--- src/rtl/sc_cal_sequencer_pkg.sv ---
// Shared definitions for the special-command calibration sequencer.
// Holds the sequencer state encoding and the SC register word width.
package sc_cal_sequencer_pkg;

    localparam int SC_WORD_W = 32;

    typedef enum logic [3:0] {
        ST_IDLE        = 4'd0,
        ST_SHIFT       = 4'd1,
        ST_LATCH       = 4'd2,
        ST_DELAY       = 4'd3,
        ST_TRIG        = 4'd4,
        ST_GAP         = 4'd5,
        ST_CLEAR_SHIFT = 4'd6,
        ST_CLEAR_LATCH = 4'd7,
        ST_DONE        = 4'd8
    } seq_state_t;

endpackage

--- src/rtl/sc_cal_sequencer_serializer.sv ---
// MSB-first serializer driving the SC register serial port.
// A load restarts a full WORD_W-bit burst; zeros fill in behind the data.
module sc_cal_sequencer_serializer
    import sc_cal_sequencer_pkg::*;
#(
    parameter int WORD_W = SC_WORD_W
) (
    input  logic              bclk,
    input  logic              rstb,
    input  logic              en,
    input  logic              load,
    input  logic [WORD_W-1:0] load_data,
    output logic              shift_en,
    output logic              shift_in,
    output logic              last
);

    localparam int CW = $clog2(WORD_W);

    logic [WORD_W-1:0] shreg_reg;
    logic [WORD_W-1:0] shreg_next;
    logic [CW-1:0]     bit_cnt_reg;
    logic              active_reg;

    assign shreg_next[0] = 1'b0;
    genvar gi;
    generate
        for (gi = 1; gi < WORD_W; gi++) begin : g_shift
            assign shreg_next[gi] = shreg_reg[gi-1];
        end
    endgenerate

    assign last     = active_reg && (bit_cnt_reg == CW'(WORD_W - 1));
    assign shift_en = active_reg;
    assign shift_in = active_reg & shreg_reg[WORD_W-1];

    always_ff @(posedge bclk) begin
        if (!rstb) begin
            shreg_reg   <= '0;
            bit_cnt_reg <= '0;
            active_reg  <= 1'b0;
        end else if (en) begin
            if (load) begin
                // A load wins over an in-flight burst so abort restarts a full clear.
                shreg_reg   <= load_data;
                bit_cnt_reg <= '0;
                active_reg  <= 1'b1;
            end else if (active_reg) begin
                shreg_reg   <= shreg_next;
                bit_cnt_reg <= bit_cnt_reg + CW'(1);
                if (last) begin
                    active_reg <= 1'b0;
                end
            end
        end
    end

endmodule

--- src/rtl/sc_cal_sequencer.sv ---
// Sequencer for the SC register serial load port: shift, repeated latch/trigger,
// then shift-and-latch zeros so the register is left cleared.
module sc_cal_sequencer
    import sc_cal_sequencer_pkg::*;
#(
    parameter int WORD_W = SC_WORD_W,
    parameter int CNT_W  = 16,
    parameter int DLY_W  = 8
) (
    input  logic              bclk,
    input  logic              rstb,
    input  logic              clkEn,
    input  logic              start,
    input  logic              abort,
    input  logic [WORD_W-1:0] cmd_word,
    input  logic [CNT_W-1:0]  n_pulses,
    input  logic [DLY_W-1:0]  trig_delay,
    input  logic [CNT_W-1:0]  gap,
    output logic              sc_shiftEn,
    output logic              sc_shiftIn,
    output logic              sc_latchIn,
    output logic              sc_latchOut,
    output logic              l0_trig,
    output logic              busy,
    output logic              done,
    output logic [CNT_W-1:0]  pulse_cnt
);

    seq_state_t        state_reg, state_next;
    logic [CNT_W-1:0]  pulse_cnt_reg, pulse_cnt_next;
    logic [CNT_W-1:0]  wait_cnt_reg, wait_cnt_next;
    logic [CNT_W-1:0]  n_reg;
    logic [DLY_W-1:0]  dly_reg;
    logic [CNT_W-1:0]  gap_reg;
    logic [CNT_W-1:0]  pulse_cnt_inc;
    logic              capture;
    logic              ser_load;
    logic [WORD_W-1:0] ser_data;
    logic              ser_last;
    logic              latch_int;
    logic              trig_int;
    logic              done_int;

    assign pulse_cnt_inc = (&pulse_cnt_reg) ? pulse_cnt_reg : pulse_cnt_reg + CNT_W'(1);

    always_comb begin
        state_next     = state_reg;
        pulse_cnt_next = pulse_cnt_reg;
        wait_cnt_next  = wait_cnt_reg;
        capture        = 1'b0;
        ser_load       = 1'b0;
        ser_data       = '0;
        latch_int      = 1'b0;
        trig_int       = 1'b0;
        done_int       = 1'b0;
        unique case (state_reg)
            ST_IDLE: begin
                if (start) begin
                    capture        = 1'b1;
                    pulse_cnt_next = '0;
                    if (n_pulses == '0) begin
                        state_next = ST_DONE;
                    end else begin
                        ser_load   = 1'b1;
                        ser_data   = cmd_word;
                        state_next = ST_SHIFT;
                    end
                end
            end
            ST_SHIFT: begin
                if (abort) begin
                    ser_load   = 1'b1;
                    state_next = ST_CLEAR_SHIFT;
                end else if (ser_last) begin
                    state_next = ST_LATCH;
                end
            end
            ST_LATCH: begin
                latch_int = 1'b1;
                if (abort) begin
                    ser_load   = 1'b1;
                    state_next = ST_CLEAR_SHIFT;
                end else if (dly_reg == '0) begin
                    state_next = ST_TRIG;
                end else begin
                    wait_cnt_next = CNT_W'(dly_reg) - CNT_W'(1);
                    state_next    = ST_DELAY;
                end
            end
            ST_DELAY: begin
                if (abort) begin
                    ser_load   = 1'b1;
                    state_next = ST_CLEAR_SHIFT;
                end else if (wait_cnt_reg == '0) begin
                    state_next = ST_TRIG;
                end else begin
                    wait_cnt_next = wait_cnt_reg - CNT_W'(1);
                end
            end
            ST_TRIG: begin
                trig_int       = 1'b1;
                pulse_cnt_next = pulse_cnt_inc;
                if (abort) begin
                    ser_load   = 1'b1;
                    state_next = ST_CLEAR_SHIFT;
                end else if (gap_reg != '0) begin
                    wait_cnt_next = gap_reg - CNT_W'(1);
                    state_next    = ST_GAP;
                end else if (pulse_cnt_inc < n_reg) begin
                    state_next = ST_LATCH;
                end else begin
                    ser_load   = 1'b1;
                    state_next = ST_CLEAR_SHIFT;
                end
            end
            ST_GAP: begin
                if (abort || (wait_cnt_reg == '0 && pulse_cnt_reg >= n_reg)) begin
                    ser_load   = 1'b1;
                    state_next = ST_CLEAR_SHIFT;
                end else if (wait_cnt_reg == '0) begin
                    // Re-latching the unchanged shifter re-arms the register edge detect.
                    state_next = ST_LATCH;
                end else begin
                    wait_cnt_next = wait_cnt_reg - CNT_W'(1);
                end
            end
            ST_CLEAR_SHIFT: begin
                if (ser_last) begin
                    state_next = ST_CLEAR_LATCH;
                end
            end
            ST_CLEAR_LATCH: begin
                latch_int  = 1'b1;
                done_int   = 1'b1;
                state_next = ST_IDLE;
            end
            ST_DONE: begin
                done_int   = 1'b1;
                state_next = ST_IDLE;
            end
            default: begin
                state_next = ST_IDLE;
            end
        endcase
    end

    always_ff @(posedge bclk) begin
        if (!rstb) begin
            state_reg     <= ST_IDLE;
            pulse_cnt_reg <= '0;
            wait_cnt_reg  <= '0;
            n_reg         <= '0;
            dly_reg       <= '0;
            gap_reg       <= '0;
        end else if (clkEn) begin
            state_reg     <= state_next;
            pulse_cnt_reg <= pulse_cnt_next;
            wait_cnt_reg  <= wait_cnt_next;
            if (capture) begin
                n_reg   <= n_pulses;
                dly_reg <= trig_delay;
                gap_reg <= gap;
            end
        end
    end

    sc_cal_sequencer_serializer #(
        .WORD_W (WORD_W)
    ) u_serializer (
        .bclk      (bclk),
        .rstb      (rstb),
        .en        (clkEn),
        .load      (ser_load),
        .load_data (ser_data),
        .shift_en  (sc_shiftEn),
        .shift_in  (sc_shiftIn),
        .last      (ser_last)
    );

    assign sc_latchIn  = latch_int & clkEn;
    assign l0_trig     = trig_int & clkEn;
    assign done        = done_int & clkEn;
    assign sc_latchOut = 1'b0;
    assign busy        = (state_reg != ST_IDLE);
    assign pulse_cnt   = pulse_cnt_reg;

endmodule

--- config.mk ---
export PLATFORM = sky130hd
export DESIGN_NAME = sc_cal_sequencer
export DESIGN_NICKNAME = d
export VERILOG_FILES = /design/src/rtl/sc_cal_sequencer_pkg.sv /design/src/rtl/sc_cal_sequencer_serializer.sv /design/src/rtl/sc_cal_sequencer.sv
export SDC_FILE = /design/constraint.sdc
export NUM_CORES = 1
export LEC_CHECK = 0
export ABC_AREA = 1
export CELL_PAD_IN_SITES_DETAIL_PLACEMENT = 0
export CELL_PAD_IN_SITES_GLOBAL_PLACEMENT = 2
export CORE_MARGIN = 2
export CORE_UTILIZATION = 27
export CTS_CLUSTER_SIZE = 10
export DETAILED_ROUTE_END_ITERATION = 6
export MAX_ROUTING_LAYER = met4
export PLACE_DENSITY = 0.86
export RECOVER_POWER = 100
export REMOVE_ABC_BUFFERS = 1
export SYNTH_ARGS = -nofsm -noshare
export SYNTH_HDL_FRONTEND = slang
export SYNTH_SLANG_ARGS = --single-unit
--- constraint.sdc ---
create_clock -name bclk -period 3.5 [get_ports bclk]
set_input_delay 0.525 -clock bclk [delete_from_list [all_inputs] [get_ports bclk]]
set_output_delay 0.525 -clock bclk [all_outputs]
set_load 0.05 [all_outputs]
==> reports/summary.log <==
[setup_path] required time of the worst setup path 3840 ps
[pwr] net switching power figure 1.40 mW
[setup_path] source of the worst register-to-register timing path pulse_cnt[0]$_SDFFE_PN0P_
[pwr] total power divided by cell area 475 mW/mm^2
[clocking] H-Tree Level Count 4
[clocking] number of hold-repair buffers added at the cts stage 0
[setup_path] data arrival time of the critical path 3570 ps
[yosys] post-synthesis cell area 0.00699 mm^2
[final_layout] proportion of layout cells with a drive suffix above 1 0.122
[setup_path] Worst path max stage delay 350 ps
[final_layout] Layout Nets 1,307
[yosys] post-synth top area cell dfxtp_1
[clocking] number of buffers on the longest clock path 2
[placed_design] placed wire-length estimate after detailed placement 14,400 um
[grt] final global-route overflow total 0
[timing] Final Hold Viols 0
[timing] sum of negative setup slack 0 ps
[floorplanning] cell row count 58
[setup_path] library cell appearing most often on the critical path nor2_4
[clocking] CTS tree done
[timing] Worst Hold Margin 466 ps
[flow_run] # Max-Cap Violations 0
[final_layout] number of antenna cells inserted 0
[placed_design] input/output buffers 98
[grt] wire length of the first global-routing pass 33,700 um
[timing] setup violation total in the final timing report 0
[yosys] Synth area leaders dfxtp_1, nand2_1, inv_1
[pwr] internal power consumption 3.07 mW
[setup_path] number of cell instances on the worst register-to-register path 24
[final_layout] final-layout fill cell count 2,727
[pwr] Static Leakage 4.17 nW
[pwr] share of power burned in registers 0.331
[clocking] number of buffers created by CTS 17
[detailed_routing] drt initial violations 366
[grt] number of global-route vias before repair 6,660
[yosys] fraction of synthesized cell area taken by the top area cell type 0.326
[hold_path] Endpoint, Worst Hold wait_cnt_reg[5]$_SDFFE_PN0P_
[yosys] synth warn 0
[placed_design] gpl congestion 0.834
[grt] busiest grt layer met2
[yosys] EDFF count, synth 0
[detailed_routing] total via count in the routed design 6,899
[timing] final worst clock skew 9.43 ps
[timing] post-route minimum period 3230 ps
[clocking] clock insertion delay at the later pin of the skew report 420 ps
[pwr] worst vdd rail ir drop 0.000230 V
[yosys] #FFs+latches synth 114
[yosys] Cell variety after synth 42
[hold_path] worst hold path type register to register
[setup_path] reg-to-reg endpoint u_serializer.bit_cnt_reg[1]$_SDFFE_PN0P_
[detailed_routing] count of TritonRoute iterations in the first routing pass 5
[yosys] instance count of the mapped netlist 1,078
[grt] pin count of the biggest net entering global routing 81
[detailed_routing] post-route DRC violation count 0
[detailed_routing] vias per inst 4.49
[hold_path] start point of the worst hold path wait_cnt_reg[5]$_SDFFE_PN0P_
[floorplanning] die boundary height 165 um
[setup_path] worst-path maximum fanout 20
[timing] slew at the pin closest to its max-slew limit 1380 ps
[grt] GRT Util Overall 0.161
[grt] met1 Track Usage GR 0.212
[grt] GRT met2 Usage 0.255
[floorplanning] die area 0.0272 mm^2
[floorplanning] width of the die 165 um
[pwr] switching power share of the total 0.312
[status] status completed
[timing] total count of max-transition violations in the final report 0
[detailed_routing] Total Wirelength 20,600 um
[clocking] clock transition at the register clock pins on the worst setup and hold paths after CTS 60 ps
[pwr] Logic pwr share 0.244
[final_layout] max reg flops 32
[floorplanning] placeable core region 0.0253 mm^2
[setup_path] crit start category register
[floorplanning] initial standard-cell utilization of the core 0.276
[timing] Relative slew margins 0.0819
[yosys] asr flop ratio synth 0
[hold_path] number of instances on the worst hold path 2
[floorplanning] Boundary Pins 100
[grt] global routing met3 resource utilization 0.0324
[pwr] proportion of power drawn by the clock network 0.425
[setup_path] cell breakdown of the critical path ha_4 > nand3_4 > nor2_4 > nand2_2 > nand3_4 > nor2_4 > inv_2 > nor2_4 > nand2_2 > nor2_4 > buf_4 > buf_4 > xor2_2 > ha_1 > a21oi_1 > o21a_1 > o221a_2 > nand2_2 > nand2_4 > nand3_4 > nand2_8 > buf_8 > nand2_1 > a21oi_1
[setup_path] critical path type register to register
[final_layout] relative area change from synthesis to final layout 34.4%
[setup_path] Critical Path Sink Type register
[detailed_routing] final routed wire length divided by cell count 13.4 um
[yosys] mean post-synth cell area 6.49 um^2
[yosys] share of the yosys chip area belonging to registers 0.326
[timing] f_max 310 MHz
[detailed_routing] antenna viol nets, final 0
[timing] post-route fraction of the period consumed by the critical path 0.923
[setup_path] top cell family by delay on the critical path simple AND/OR/NAND/NOR gates
[yosys] most used flip-flop cell after synthesis dfxtp_1
[clocking] clock sinks 114
[clocking] clock root buffer clkbuf_16
[setup_path] register-to-register setup slack 270 ps
[grt] antenna violations before repair 0
[setup_path] Crit-path slowest cell dfxtp_4
[setup_path] critical path buffer and inverter count 4
[placed cells by master (no fill, tap or decap), types with 3 or more instances in the layout]
cell | netlist | layout
a211oi_1 | 3 | 3
a21oi_1 | 103 | 102
buf_12 | 0 | 4
buf_4 | 2 | 33
bufinv_16 | 0 | 4
clkbuf_1 | 27 | 5
clkbuf_16 | 0 | 17
clkdlybuf4s50_1 | 0 | 76
clkinvlp_4 | 0 | 6
dfxtp_1 | 114 | 112
dlygate4sd3_1 | 0 | 20
ha_1 | 36 | 34
inv_1 | 167 | 167
inv_2 | 6 | 6
nand2_1 | 224 | 218
nand2_2 | 4 | 9
nand3_1 | 56 | 52
nand3_4 | 1 | 4
nand4_1 | 16 | 16
nor2_1 | 114 | 93
nor2_2 | 7 | 22
nor2_4 | 0 | 6
nor3_1 | 11 | 9
nor3_2 | 3 | 4
nor4_1 | 6 | 6
o21ai_0 | 106 | 106
o21ai_1 | 4 | 4
o21ai_2 | 6 | 6
xnor2_1 | 4 | 4
xor2_1 | 19 | 17
[synth_stat cells, types with 11 or more instances]
master    instances
o21ai_0         106
nand3_1          56
nor3_1           11
nand4_1          16
clkbuf_1         27
ha_1             36
inv_1           167
buf_2            11
a21oi_1         103
nor2_1          114
dfxtp_1         114
xor2_1           19
nand2_1         224
[power groups by stage]
stage	clock network [mW]	registers [mW]	logic [mW]
floorplan	0	1.49	0.669
global placement	0	1.51	1.02
detailed placement	0	1.51	1.02
CTS	1.94	1.48	1.10
global route	2.00	1.49	1.24
finish	1.90	1.48	1.09
[what timing repair did]
| action | in CTS | in global routing |
|---|---|---|
| pin swaps | 10 | 19 |
| resized for setup | 9 | 50 |
| setup endpoints to repair | 37 | 39 |
| gates cloned | 3 | 0 |
| endpoints found under the hold margin | 0 | 0 |
| buffers inserted | 7 | 3 |
[final cells by class]
type / count / area [um^2] / share of cell area
clock inverter: 13 / 184 / 0.0196
sequential: 114 / 2290 / 0.243
clock buffer: 19 / 453 / 0.0482
timing repair buffer: 144 / 1380 / 0.147
tap: 330 / 413 / 0.0439
inverter: 175 / 657 / 0.0699
multi-input combinational: 742 / 4020 / 0.428
[worst max-delay path by stage]
stage	depth (start not counted)	slack, ps	startpoint	end
after CTS	24	20	pulse_cnt[0]$_SDFFE_PN0P_	u_serializer.shreg_reg[7]$_SDFFE_PN0P_
after floorplan	23	-680	pulse_cnt[0]$_SDFFE_PN0P_	u_serializer.shreg_reg[10]$_SDFFE_PN0P_
final	24	270	pulse_cnt[0]$_SDFFE_PN0P_	u_serializer.bit_cnt_reg[1]$_SDFFE_PN0P_
after global routing	27	-20	pulse_cnt[14]$_SDFFE_PN0P_	u_serializer.shreg_reg[10]$_SDFFE_PN0P_
after global placement	24	120	pulse_cnt[0]$_SDFFE_PN0P_	u_serializer.shreg_reg[19]$_SDFFE_PN0P_
after detailed placement	24	20	pulse_cnt[0]$_SDFFE_PN0P_	u_serializer.shreg_reg[17]$_SDFFE_PN0P_
[per-layer routing]
metal,routed length (um),share of wire
met5,0,0
met4,145,0.0070
met3,819,0.040
met2,9420,0.46
met1,10300,0.50
[logic make-up after synthesis]
| family | synth area share |
|---|---|
| compound gates | 0.179 |
| xor+xnor | 0.0288 |
| fa+ha+maj | 0.0644 |
| buf+inv | 0.129 |
| flops | 0.326 |
| other cells | 0.000536 |
| simple gates | 0.273 |
[tightest hold or removal path: cells and delay by family (launching register included)]
kind / cells / cell delay (ps)
DFF: 1 / 310
AOI/OAI and AO/OA: 1 / 60
and+or+nand+nor: 1 / 60
[metrics by stage]
step	std cells	setup slack, ps	total power [mW]	util	cell area (um^2)
global placement	1494	115	2.53	0.334	8450
finish	1537	270	4.47	0.371	9400
global route	1537	-19.4	4.73	0.371	9400
detailed placement	1494	17.1	2.53	0.334	8450
floorplan	1031	-679	2.16	-	6750
CTS	1536	15.4	4.52	0.366	9280
Power figures use the tool's default switching activity.
